File: config.mk
export PLATFORM = sky130hd
export DESIGN_NAME = pipeline_hazard_ctrl_flat
export DESIGN_NICKNAME = d
export VERILOG_FILES = /design/src/rtl/pipeline_hazard_ctrl_pkg.sv /design/src/rtl/pipeline_hazard_ctrl_if.sv /design/src/rtl/pipeline_hazard_ctrl_sat_counter.sv /design/src/rtl/pipeline_hazard_ctrl.sv /design/src/flat_wrapper.sv
export SDC_FILE = /design/constraint.sdc
export NUM_CORES = 1
export LEC_CHECK = 0
export ABC_AREA = 0
export CAP_MARGIN = 40
export CORE_MARGIN = 3
export CORE_UTILIZATION = 50
export CTS_CLUSTER_DIAMETER = 60
export DETAILED_ROUTE_END_ITERATION = 7
export GPL_ROUTABILITY_DRIVEN = 0
export PLACE_DENSITY = 0.85
export RECOVER_POWER = 50
export SETUP_SLACK_MARGIN = 0.02
export SLEW_MARGIN = 20
export SYNTH_ARGS = -nofsm -noshare
export SYNTH_HDL_FRONTEND = slang
export SYNTH_SLANG_ARGS = --single-unit
File: constraint.sdc
create_clock -name CLK -period 3.9 [get_ports CLK]
set_input_delay 0.585 -clock CLK [delete_from_list [all_inputs] [get_ports CLK]]
set_output_delay 0.585 -clock CLK [all_outputs]
set_load 0.01 [all_outputs]
File: src/rtl/pipeline_hazard_ctrl_pkg.sv
// hazard_pkg: shared encodings for the pipeline hazard controller.
//   state_e : FSM state, also exported on the debug 'state' port.
//   sel_e   : PC source select driven on redirect_sel.
package hazard_pkg;

  typedef enum logic [1:0] {
    RUN      = 2'd0,
    LD_STALL = 2'd1,
    MEM_WAIT = 2'd2,
    ERROR    = 2'd3
  } state_e;

  typedef enum logic [1:0] {
    SEL_SEQ = 2'b00,
    SEL_JMP = 2'b01,
    SEL_BR  = 2'b10
  } sel_e;

endpackage

File: src/rtl/pipeline_hazard_ctrl_if.sv
// pipeline_hazard_ctrl_if: hazard inputs from the pipe stages and the
// stall/flush/redirect controls back to them.
//   master : pipeline side (drives hazard inputs, receives controls)
//   slave  : hazard controller side
interface pipeline_hazard_ctrl_if #(
  parameter int CNT_W = 16
);
  logic             memRead_EXE;
  logic [4:0]       regWriteAddress_EXE;
  logic [4:0]       regAddress1_ID;
  logic [4:0]       regAddress2_ID;
  logic             usesRs_ID;
  logic             usesRt_ID;
  logic             jumpTaken_EXE;
  logic             branchTaken_MEM;
  logic             memBusy;

  logic             PCWrite;
  logic [1:0]       redirect_sel;
  logic             IFID_write;
  logic             IFID_flush;
  logic             IDEXE_flush;
  logic             EXEMEM_flush;
  logic             pipe_hold;
  logic             mem_timeout;
  logic [CNT_W-1:0] stall_cnt;
  logic [CNT_W-1:0] flush_cnt;
  logic [1:0]       state;

  modport master (
    output memRead_EXE, regWriteAddress_EXE, regAddress1_ID, regAddress2_ID,
           usesRs_ID, usesRt_ID, jumpTaken_EXE, branchTaken_MEM, memBusy,
    input  PCWrite, redirect_sel, IFID_write, IFID_flush, IDEXE_flush,
           EXEMEM_flush, pipe_hold, mem_timeout, stall_cnt, flush_cnt, state
  );

  modport slave (
    input  memRead_EXE, regWriteAddress_EXE, regAddress1_ID, regAddress2_ID,
           usesRs_ID, usesRt_ID, jumpTaken_EXE, branchTaken_MEM, memBusy,
    output PCWrite, redirect_sel, IFID_write, IFID_flush, IDEXE_flush,
           EXEMEM_flush, pipe_hold, mem_timeout, stall_cnt, flush_cnt, state
  );
endinterface

File: src/rtl/pipeline_hazard_ctrl_sat_counter.sv
// sat_counter: W-bit event counter that sticks at all-ones.
//   clk_i   : clock, rising edge
//   clr_n_i : synchronous active-low clear (wins over inc_i)
//   inc_i   : count one event this cycle
//   cnt_o   : current count
module sat_counter #(
  parameter int W = 16
) (
  input  logic         clk_i,
  input  logic         clr_n_i,
  input  logic         inc_i,
  output logic [W-1:0] cnt_o
);
  logic [W-1:0] cnt_q, cnt_d;

  always_comb begin
    cnt_d = cnt_q;
    if (!clr_n_i)                 cnt_d = '0;
    else if (inc_i && cnt_q != '1) cnt_d = cnt_q + W'(1);
  end

  always_ff @(posedge clk_i) cnt_q <= cnt_d;

  assign cnt_o = cnt_q;
endmodule

File: src/rtl/pipeline_hazard_ctrl.sv
// pipeline_hazard_ctrl: stall/flush sequencer for the 5-stage pipe.
//   CLK   : clock, rising edge
//   Reset : synchronous active-low reset
//   hz    : slave side of pipeline_hazard_ctrl_if (hazard inputs,
//           PC/stage-register controls, statistics, debug state)
// Controls are combinational from state and inputs; state, wait counter and
// statistics are registered.
module pipeline_hazard_ctrl
  import hazard_pkg::*;
#(
  parameter int CNT_W   = 16,
  parameter int TIMEOUT = 8
) (
  input  logic                  CLK,
  input  logic                  Reset,
  pipeline_hazard_ctrl_if.slave hz
);
  localparam int WAIT_W = $clog2(TIMEOUT + 1);

  state_e            state_q, state_d;
  logic [WAIT_W-1:0] wait_q, wait_d;

  logic pc_write, ifid_write, ifid_flush, idexe_flush, exemem_flush, hold;
  logic redirect, load_use;
  sel_e sel;
  logic [CNT_W-1:0] stall_cnt, flush_cnt;

  // Writes to $0 never create a real dependency.
  assign load_use = hz.memRead_EXE && (hz.regWriteAddress_EXE != 5'd0) &&
                    ((hz.usesRs_ID && hz.regAddress1_ID == hz.regWriteAddress_EXE) ||
                     (hz.usesRt_ID && hz.regAddress2_ID == hz.regWriteAddress_EXE));

  always_comb begin
    state_d      = state_q;
    wait_d       = wait_q;
    pc_write     = 1'b0;
    sel          = SEL_SEQ;
    ifid_write   = 1'b0;
    ifid_flush   = 1'b0;
    idexe_flush  = 1'b0;
    exemem_flush = 1'b0;
    hold         = 1'b0;
    redirect     = 1'b0;
    if (!Reset) begin
      // Drain every stage register to bubbles.
      ifid_flush   = 1'b1;
      idexe_flush  = 1'b1;
      exemem_flush = 1'b1;
      state_d      = RUN;
      wait_d       = '0;
    end else if (state_q == ERROR) begin
      hold = 1'b1;
    end else if (hz.memBusy) begin
      hold = 1'b1;
      if (state_q == MEM_WAIT) begin
        if (wait_q == WAIT_W'(TIMEOUT)) state_d = ERROR;
        else                            wait_d  = wait_q + WAIT_W'(1);
      end else begin
        state_d = MEM_WAIT;
        wait_d  = WAIT_W'(1);
      end
    end else begin
      // RUN, LD_STALL, or MEM_WAIT whose memory just completed: the pipe
      // advances this cycle and any branch/jump waiting in it acts now.
      state_d  = RUN;
      pc_write = 1'b1;
      if (hz.branchTaken_MEM) begin
        // Older branch wins; a jump sitting in EXE is on the wrong path.
        sel          = SEL_BR;
        ifid_flush   = 1'b1;
        idexe_flush  = 1'b1;
        exemem_flush = 1'b1;
        redirect     = 1'b1;
      end else if (hz.jumpTaken_EXE) begin
        sel         = SEL_JMP;
        ifid_flush  = 1'b1;
        idexe_flush = 1'b1;
        redirect    = 1'b1;
      end else if (load_use && state_q != LD_STALL) begin
        // One bubble into EXE; the load then sits in MEM and forwards.
        pc_write    = 1'b0;
        idexe_flush = 1'b1;
        state_d     = LD_STALL;
      end else begin
        ifid_write = 1'b1;
      end
    end
  end

  always_ff @(posedge CLK) begin
    if (!Reset) begin
      state_q <= RUN;
      wait_q  <= '0;
    end else begin
      state_q <= state_d;
      wait_q  <= wait_d;
    end
  end

  sat_counter #(.W(CNT_W)) u_stall_cnt (
    .clk_i   (CLK),
    .clr_n_i (Reset),
    .inc_i   (Reset && !pc_write),
    .cnt_o   (stall_cnt)
  );

  sat_counter #(.W(CNT_W)) u_flush_cnt (
    .clk_i   (CLK),
    .clr_n_i (Reset),
    .inc_i   (redirect),
    .cnt_o   (flush_cnt)
  );

  assign hz.PCWrite      = pc_write;
  assign hz.redirect_sel = sel;
  assign hz.IFID_write   = ifid_write;
  assign hz.IFID_flush   = ifid_flush;
  assign hz.IDEXE_flush  = idexe_flush;
  assign hz.EXEMEM_flush = exemem_flush;
  assign hz.pipe_hold    = hold;
  assign hz.mem_timeout  = Reset && (state_q == ERROR);
  assign hz.stall_cnt    = stall_cnt;
  assign hz.flush_cnt    = flush_cnt;
  assign hz.state        = state_q;
endmodule

File: src/flat_wrapper.sv
// flat-port wrapper written by rule: the top's interface ports become plain ports
module pipeline_hazard_ctrl_flat import hazard_pkg::*;
#(
  parameter int CNT_W   = 16,
  parameter int TIMEOUT = 8
)
  (CLK, Reset, hz_memRead_EXE, hz_regWriteAddress_EXE, hz_regAddress1_ID, hz_regAddress2_ID, hz_usesRs_ID, hz_usesRt_ID, hz_jumpTaken_EXE, hz_branchTaken_MEM, hz_memBusy, hz_PCWrite, hz_redirect_sel, hz_IFID_write, hz_IFID_flush, hz_IDEXE_flush, hz_EXEMEM_flush, hz_pipe_hold, hz_mem_timeout, hz_stall_cnt, hz_flush_cnt, hz_state);
  pipeline_hazard_ctrl_if #(.CNT_W(CNT_W)) hz_i ();
  input  logic CLK;
  input  logic Reset;
  input wire logic [$bits(hz_i.memRead_EXE)-1:0] hz_memRead_EXE;
  input wire logic [$bits(hz_i.regWriteAddress_EXE)-1:0] hz_regWriteAddress_EXE;
  input wire logic [$bits(hz_i.regAddress1_ID)-1:0] hz_regAddress1_ID;
  input wire logic [$bits(hz_i.regAddress2_ID)-1:0] hz_regAddress2_ID;
  input wire logic [$bits(hz_i.usesRs_ID)-1:0] hz_usesRs_ID;
  input wire logic [$bits(hz_i.usesRt_ID)-1:0] hz_usesRt_ID;
  input wire logic [$bits(hz_i.jumpTaken_EXE)-1:0] hz_jumpTaken_EXE;
  input wire logic [$bits(hz_i.branchTaken_MEM)-1:0] hz_branchTaken_MEM;
  input wire logic [$bits(hz_i.memBusy)-1:0] hz_memBusy;
  output wire logic [$bits(hz_i.PCWrite)-1:0] hz_PCWrite;
  output wire logic [$bits(hz_i.redirect_sel)-1:0] hz_redirect_sel;
  output wire logic [$bits(hz_i.IFID_write)-1:0] hz_IFID_write;
  output wire logic [$bits(hz_i.IFID_flush)-1:0] hz_IFID_flush;
  output wire logic [$bits(hz_i.IDEXE_flush)-1:0] hz_IDEXE_flush;
  output wire logic [$bits(hz_i.EXEMEM_flush)-1:0] hz_EXEMEM_flush;
  output wire logic [$bits(hz_i.pipe_hold)-1:0] hz_pipe_hold;
  output wire logic [$bits(hz_i.mem_timeout)-1:0] hz_mem_timeout;
  output wire logic [$bits(hz_i.stall_cnt)-1:0] hz_stall_cnt;
  output wire logic [$bits(hz_i.flush_cnt)-1:0] hz_flush_cnt;
  output wire logic [$bits(hz_i.state)-1:0] hz_state;
  assign hz_i.memRead_EXE = hz_memRead_EXE;
  assign hz_i.regWriteAddress_EXE = hz_regWriteAddress_EXE;
  assign hz_i.regAddress1_ID = hz_regAddress1_ID;
  assign hz_i.regAddress2_ID = hz_regAddress2_ID;
  assign hz_i.usesRs_ID = hz_usesRs_ID;
  assign hz_i.usesRt_ID = hz_usesRt_ID;
  assign hz_i.jumpTaken_EXE = hz_jumpTaken_EXE;
  assign hz_i.branchTaken_MEM = hz_branchTaken_MEM;
  assign hz_i.memBusy = hz_memBusy;
  assign hz_PCWrite = hz_i.PCWrite;
  assign hz_redirect_sel = hz_i.redirect_sel;
  assign hz_IFID_write = hz_i.IFID_write;
  assign hz_IFID_flush = hz_i.IFID_flush;
  assign hz_IDEXE_flush = hz_i.IDEXE_flush;
  assign hz_EXEMEM_flush = hz_i.EXEMEM_flush;
  assign hz_pipe_hold = hz_i.pipe_hold;
  assign hz_mem_timeout = hz_i.mem_timeout;
  assign hz_stall_cnt = hz_i.stall_cnt;
  assign hz_flush_cnt = hz_i.flush_cnt;
  assign hz_state = hz_i.state;
  pipeline_hazard_ctrl #(.CNT_W(CNT_W), .TIMEOUT(TIMEOUT)) u_core (.CLK(CLK), .Reset(Reset), .hz(hz_i));
endmodule
==> flow_summary.toml, run 1 <==
[outcome]
status = "finished, final reports clean"

[critical_path]
reg2reg_depth = 7
endpoint_kind = "output port"
setup.worst_path.class = "in -> out"
r2r-end = "u_core.u_stall_cnt.cnt_o[2]"
critPathArrivalTime_ns = 2.86
worst_setup_path_start_kind = "input port"
cp_data_required_time_ns = 3.31
r2r_setup_slack_ns = 1.69
worstPathMaxFanout = 3
worstReg2RegStart = "u_core.u_stall_cnt.cnt_o[0]"

[clock_network]
cts.repair.resized = 0
clk_latency_ns = 0.28
postCtsSetupRepairBufs = 0
cts_buffer_depth = 2
cts_root_buf = "clkbuf_8"
cts_tree = "done"
clkTransAtPathRegs_ns = 0.07
cts_sinks = 38
cts.hold.buffers_added = 0
cts-htree-levels = 2
cts_buffers = 5

[yosys]
yosys.cell_types.count = 44
synth_top_family_by_area = "simple AND/OR/NAND/NOR gates"
mappedNetlistArea_mm2 = 0.002100
ys_ff_latch = 38
syn_inst = 253
synth-adder-area-share_pct = 2.384
synthMuxAreaShare_pct = 1.430
synth-async-reset-ratio_pct = 0
avgSynthCellArea_um2 = 8.298
synth_ff_type = "dfxtp_1"
synth_edf_count = 0
yosysWarnings = 0
syn_nets = 280
yosys.area_share.simple_pct = 30.69
synth-compound-area-share_pct = 14.60
synth-xor-area-share_pct = 10.43
seq_area_frac_synth_pct = 36.23

[detailed_routing]
first_pass_iters = 4
drt-initial-drc-count = 143
wirelength_um = 5082
num_vias = 2019
drc = 0
post_drt_wl_per_cell_um = 13.92
postRouteAntennaNets = 0
avgViaCountPerCell = 5.532

[power_and_ir_drop]
p_leak_nw = 1.108
ir_worst_vdd_v = 0.0002829
switchingPower_mw = 0.1851
power_frac_comb_pct = 14.0
swShare_pct = 24.00
cellPowerDensity_mw_per_mm2 = 272.0
clockPowerShare_pct = 33.7
p_int_mw = 0.5860
seqPwrFrac_pct = 52.2

[hold_path]
hold_path.class = "reg -> reg"
worstHoldPathCells = 2
hold-path-endpoint = "u_core.u_stall_cnt.cnt_o[7]"
hold_start = "u_core.u_stall_cnt.cnt_o[7]"

[layout]
fin_util_pct = 73.57
fin_nets = 345
diodes = 0
drive_above_1_share_pct = 4.416
fin_area_mm2 = 0.002835
areaGrowthSynthToFinish_pct = 35.04
n_fill_cell = 328

[sta]
tns_ns = 0
slew_viol_final = 0
rsz0062_at_grt = "no"
min_period_over_period_pct = 88.39
period_minus_slack_ns = 3.447
finalSetupViolations = 0
tightest_slew_ns = 1.480
clock.fmax_ghz = 0.2901
hold_viol_final = 0
skew_ns = 0.002327
max_slew_margin_pct = 1.347

[place]
port_buffers = 65
hpwl_um = 3774
dpl_cell_area_mm2 = 0.002766

[floorplanning]
start_util_pct = 54.48
die_area_mm2 = 0.005013
rows = 22
pin_count = 66
die_h_um = 70.80
die_x_um = 70.80
core_mm2 = 0.003854

[global_routing]
antenna_found_initial = 0
gr-total-overflow = 0
grt_max_degree = 33
grt_first_pass_wirelength_um = 8342
grt_pass1_vias = 1818
grt.total_usage_pct = 20.14

[run]
maxCapViolCount = 0
[cells in the final DEF (no fill, tap or decap), drive strengths merged, types with 3 or more instances in the layout]
cell           synthesis  layout
a21oi                 18      18
and2                   3       3
and3                   6       6
and4                   5       5
clkbuf                 4       8
clkdlybuf4s50          0      30
dfxtp                 38      38
dlygate4sd3            0      35
ha                     4       4
inv                    8       8
mux2i                  3       3
nand2                 28      28
nand3                 15      15
nand4                 11      11
nor2                  27      27
nor3                   4       4
o21ai                  9       9
o31ai                  5       5
or3                    8       8
or4                    5       5
xnor2                 12      12
xor2                  13      13
[area by class of cell]
type                       count  area [um^2]  area share (%)
multi-input combinational    198         1244           43.87
sequential                    38        760.7           26.83
timing repair buffer          67        658.1           23.21
clock buffer                   6        82.58           2.913
tap                           48        60.06           2.118
inverter                       8        30.03           1.059
[Yosys cell counts, types with 5 or more instances]
cell type	number	area (um^2)
xor2_1	13	113.9
and3_1	6	37.54
o31ai_1	5	37.54
dfxtp_1	38	760.7
inv_1	8	30.03
or3_1	8	50.05
nand3_1	15	75.07
a21oi_1	15	75.07
xnor2_1	12	105.1
nor2_1	26	97.59
nand4_1	11	68.82
or4_1	5	37.54
o21ai_1	5	25.02
nand2_1	28	105.1
[critical path, stage by stage]
cell             delay (ns)
clkdlybuf4s50_1        0.55
xnor2_1                0.14
nand4_1                0.13
o22ai_1                0.39
or2b_1                 0.29
nand2b_1               0.16
nor2b_1                0.14
clkdlybuf4s50_1        0.47
[registers in the layout, summed over array words and instances (netlist names)]
signal / count
u_core.hz.state: 2
u_core.wait_q: 4
u_core.u_stall_cnt.cnt_o: 16
u_core.u_flush_cnt.cnt_o: 16
[power groups by stage]
stage                     registers [mW]  clock network [mW]  logic, mW
after floorplan                    0.413                   0     0.0547
after global placement             0.412                   0      0.110
after detailed placement           0.412                   0      0.112
after CTS                          0.403               0.266      0.113
after global routing               0.404               0.280      0.119
final                              0.403               0.260      0.108
[layer usage]
metal | wire length, um | part of all wire [%] | vias up | track usage [%]
met5 | 0 | 0 | - | 0
met4 | 43 | 0.85 | 0 | 6.054
met3 | 381 | 7.5 | 4 | 5.824
met2 | 2273 | 45 | 69 | 30.79
met1 | 2384 | 47 | 914 | 27.59
li1 | - | - | 1032 | -
[metrics by stage]
stage                     hold slack [ns]  setup WS (ns)  std cells  power (mW)
after floorplan                    0.4798          1.503        253      0.4674
after CTS                          0.4989         0.4532        365      0.7816
after global placement             0.4751         0.5037        359      0.5218
final                              0.4997         0.4528        365      0.7710
after detailed placement           0.4866         0.4490        359      0.5236
after global routing               0.5292         0.2862        365      0.8025
[cell families (layout without fill, tap and decap cells)]
family,after synthesis,in the layout
AO/OA/AOI/OAI,43,43
XOR/XNOR,25,25
buffers and inverters,17,81
adder cells (fa/ha/maj),4,4
AND/OR/NAND/NOR,123,123
multiplexers,3,3
flip-flops,38,38
[worst max path at each step]
stage                                         start        endpoint  slack, ns  cells past startpoint
after CTS                 hz_regWriteAddress_EXE[0]      hz_PCWrite       0.45                      7
after detailed placement  hz_regWriteAddress_EXE[0]      hz_PCWrite       0.45                      7
after global routing      hz_regWriteAddress_EXE[1]  hz_IDEXE_flush       0.29                      7
final                     hz_regWriteAddress_EXE[1]      hz_PCWrite       0.45                      8
after global placement    hz_regWriteAddress_EXE[0]      hz_PCWrite       0.50                      7
after floorplan           hz_regWriteAddress_EXE[0]      hz_PCWrite       1.50                      5
No activity file was read; power rests on OpenSTA's default activity.
==> inputs of run 2 (changes only) <==
==> constraint.sdc (replaced) <==
create_clock -name CLK -period 3.9 [get_ports CLK]
set_input_delay 0.78 -clock CLK [delete_from_list [all_inputs] [get_ports CLK]]
set_output_delay 0.78 -clock CLK [all_outputs]
set_load 0.01 [all_outputs]
==> run 2 against run 1 <==
Worst hold slack lost 0.0035 ns. First-iteration DRC count is 35% lower. Global-route usage up 1.0 points. Register-to-register slack worse by 0.02 ns. Clock-buffer cell count down 1. Via count grew 4.0%. Sequential power hardly changed. Critical path depth is 1 lower. Clock power rose by 30%. Clock skew hardly changed. Sequential share of layout area shrank 0.49 points. Largest power group unchanged. Highest routed layer unchanged.
==> flow_summary.toml, run 2 (synthesis gave the netlist of run 1 again) <==
[floorplanning]
start_util_pct = 54.48
die_area_mm2 = 0.005013
core_mm2 = 0.003854
rows = 22
pin_count = 66
die_h_um = 70.80
die_x_um = 70.80

[critical_path]
worst_setup_path_start_kind = "input port"
worstPathMaxFanout = 3
endpoint_kind = "output port"
crit_top_cell = "clkdlybuf4s50_1"
worstReg2RegStart = "u_core.u_stall_cnt.cnt_o[0]"
cp-startpoint = "hz_regWriteAddress_EXE[0]"
cp_top_family = "buffers and inverters"
setup.worst_path.class = "in -> out"
critPathArrivalTime_ns = 2.95
cp_data_required_time_ns = 3.12
path_cells = "clkdlybuf4s50_1, or4_1, o221ai_2, or2b_1, nand2b_1, nor2b_1, clkdlybuf4s50_1"
crit_slowest_cell = "or4_1"
cpPeakStageDelay_ns = 0.58
critPathBufInv = 2

[global_routing]
antenna_found_initial = 0
grt_first_pass_wirelength_um = 8687
gr-total-overflow = 0
grt_max_degree = 33
grt_pass1_vias = 1916
met3_usage_pct = 6.818
grt_util_met2_pct = 32.54
top_usage_layer = "met2"
grt.total_usage_pct = 21.17
met1_usage_pct = 28.17

[detailed_routing]
postRouteAntennaNets = 0
drc = 0
first_pass_iters = 4
post_drt_wl_per_cell_um = 14.05
wirelength_um = 5185
avgViaCountPerCell = 5.688
drt-initial-drc-count = 93
num_vias = 2099

[power_and_ir_drop]
cellPowerDensity_mw_per_mm2 = 294.7
ir_worst_vdd_v = 0.0003032
p_leak_nw = 1.127

[clock_network]
cts_sinks = 38
cts-htree-levels = 2
postCtsSetupRepairBufs = 0
cts.repair.resized = 0
clk_latency_ns = 0.29
cts_root_buf = "clkbuf_8"
cts_buffers = 5
clkTransAtPathRegs_ns = 0.08
cts_tree = "done"
cts_buffer_depth = 2
cts.hold.buffers_added = 0

[sta]
skew_ns = 0.002526
finalSetupViolations = 0
tns_ns = 0
tightest_slew_ns = 1.424
max_slew_margin_pct = 5.095
clock.fmax_ghz = 0.2680
slew_viol_final = 0
rsz0062_at_grt = "no"
period_minus_slack_ns = 3.732
hold_viol_final = 0
min_period_over_period_pct = 95.69

[layout]
drive_above_1_share_pct = 5.919
fin_nets = 347
fin_util_pct = 74.94
seq_area_um2 = 760.7
diodes = 0
mostFrequentLayoutCell = "dfxtp_1"
mostFrequentLayoutCells = "dfxtp_1 (38), dlygate4sd3_1 (36), clkdlybuf4s50_1 (29)"
layout.cells.non_filler = 369
areaGrowthSynthToFinish_pct = 37.54
multi_input_area_mm2 = 0.001250
n_fill_cell = 317
fin_area_mm2 = 0.002888

[outcome]
status = "finished, final reports clean"

[place]
port_buffers = 65
dpl_cell_area_mm2 = 0.002781
dp.cells = 361
hpwl_um = 3732

[run]
maxCapViolCount = 0

[hold_path]
hold_path.class = "reg -> reg"
hold_start = "u_core.u_stall_cnt.cnt_o[7]"
-- run 2: cell type report --
type / instances / area share [%]
clock buffers: 5 / 2.383
repair buffers: 69 / 23.31
well taps: 48 / 2.080
multi-input cells: 198 / 43.28
inverters: 8 / 1.040
clock inverters: 3 / 1.560
flip-flops and latches: 38 / 26.34
-- run 2: final timing paths --
| kind | endpoint | depth (start not counted) | slack, ns |
|---|---|---|---|
| max | hz_PCWrite | 7 | 0.17 |
| min | u_core.u_stall_cnt.cnt_o[7] | 2 | 0.50 |
| min reg2reg | u_core.u_stall_cnt.cnt_o[7] | 2 | 0.50 |
| max reg2reg | u_core.u_stall_cnt.cnt_o[7] | 7 | 1.67 |
-- run 2: layer usage --
metal,share of wire (%),vias to the layer above
li1,-,1038
met1,45,981
met2,45,76
met3,9.1,4
met4,1.1,0
met5,0,-
-- run 2: worst register-to-register path: stages, from the launching register on --
cell and delay, ns:
dfxtp_1 0.42, ha_1 0.22, and3_1 0.30, and4_4 0.31, nand2_1 0.10, a22oi_4 0.47
or4_1 0.19, a21oi_1 0.06
-- run 2: report_power, final --
group          total (mW)  switching (mW)  internal [mW]
Combinational       0.110          0.0530         0.0567
Sequential          0.403         0.00877          0.394
Clock               0.338           0.148          0.190
-- run 2: stage by stage --
stage / setup WS, ns / hold slack, ns / power, mW
after floorplan: 1.113 / 0.4798 / 0.4674
after global placement: 0.2198 / 0.4761 / 0.5234
after detailed placement: 0.1563 / 0.4846 / 0.5254
after CTS: 0.1467 / 0.4961 / 0.8629
after global routing: 0.04046 / 0.5298 / 0.8803
final: 0.1683 / 0.4962 / 0.8511
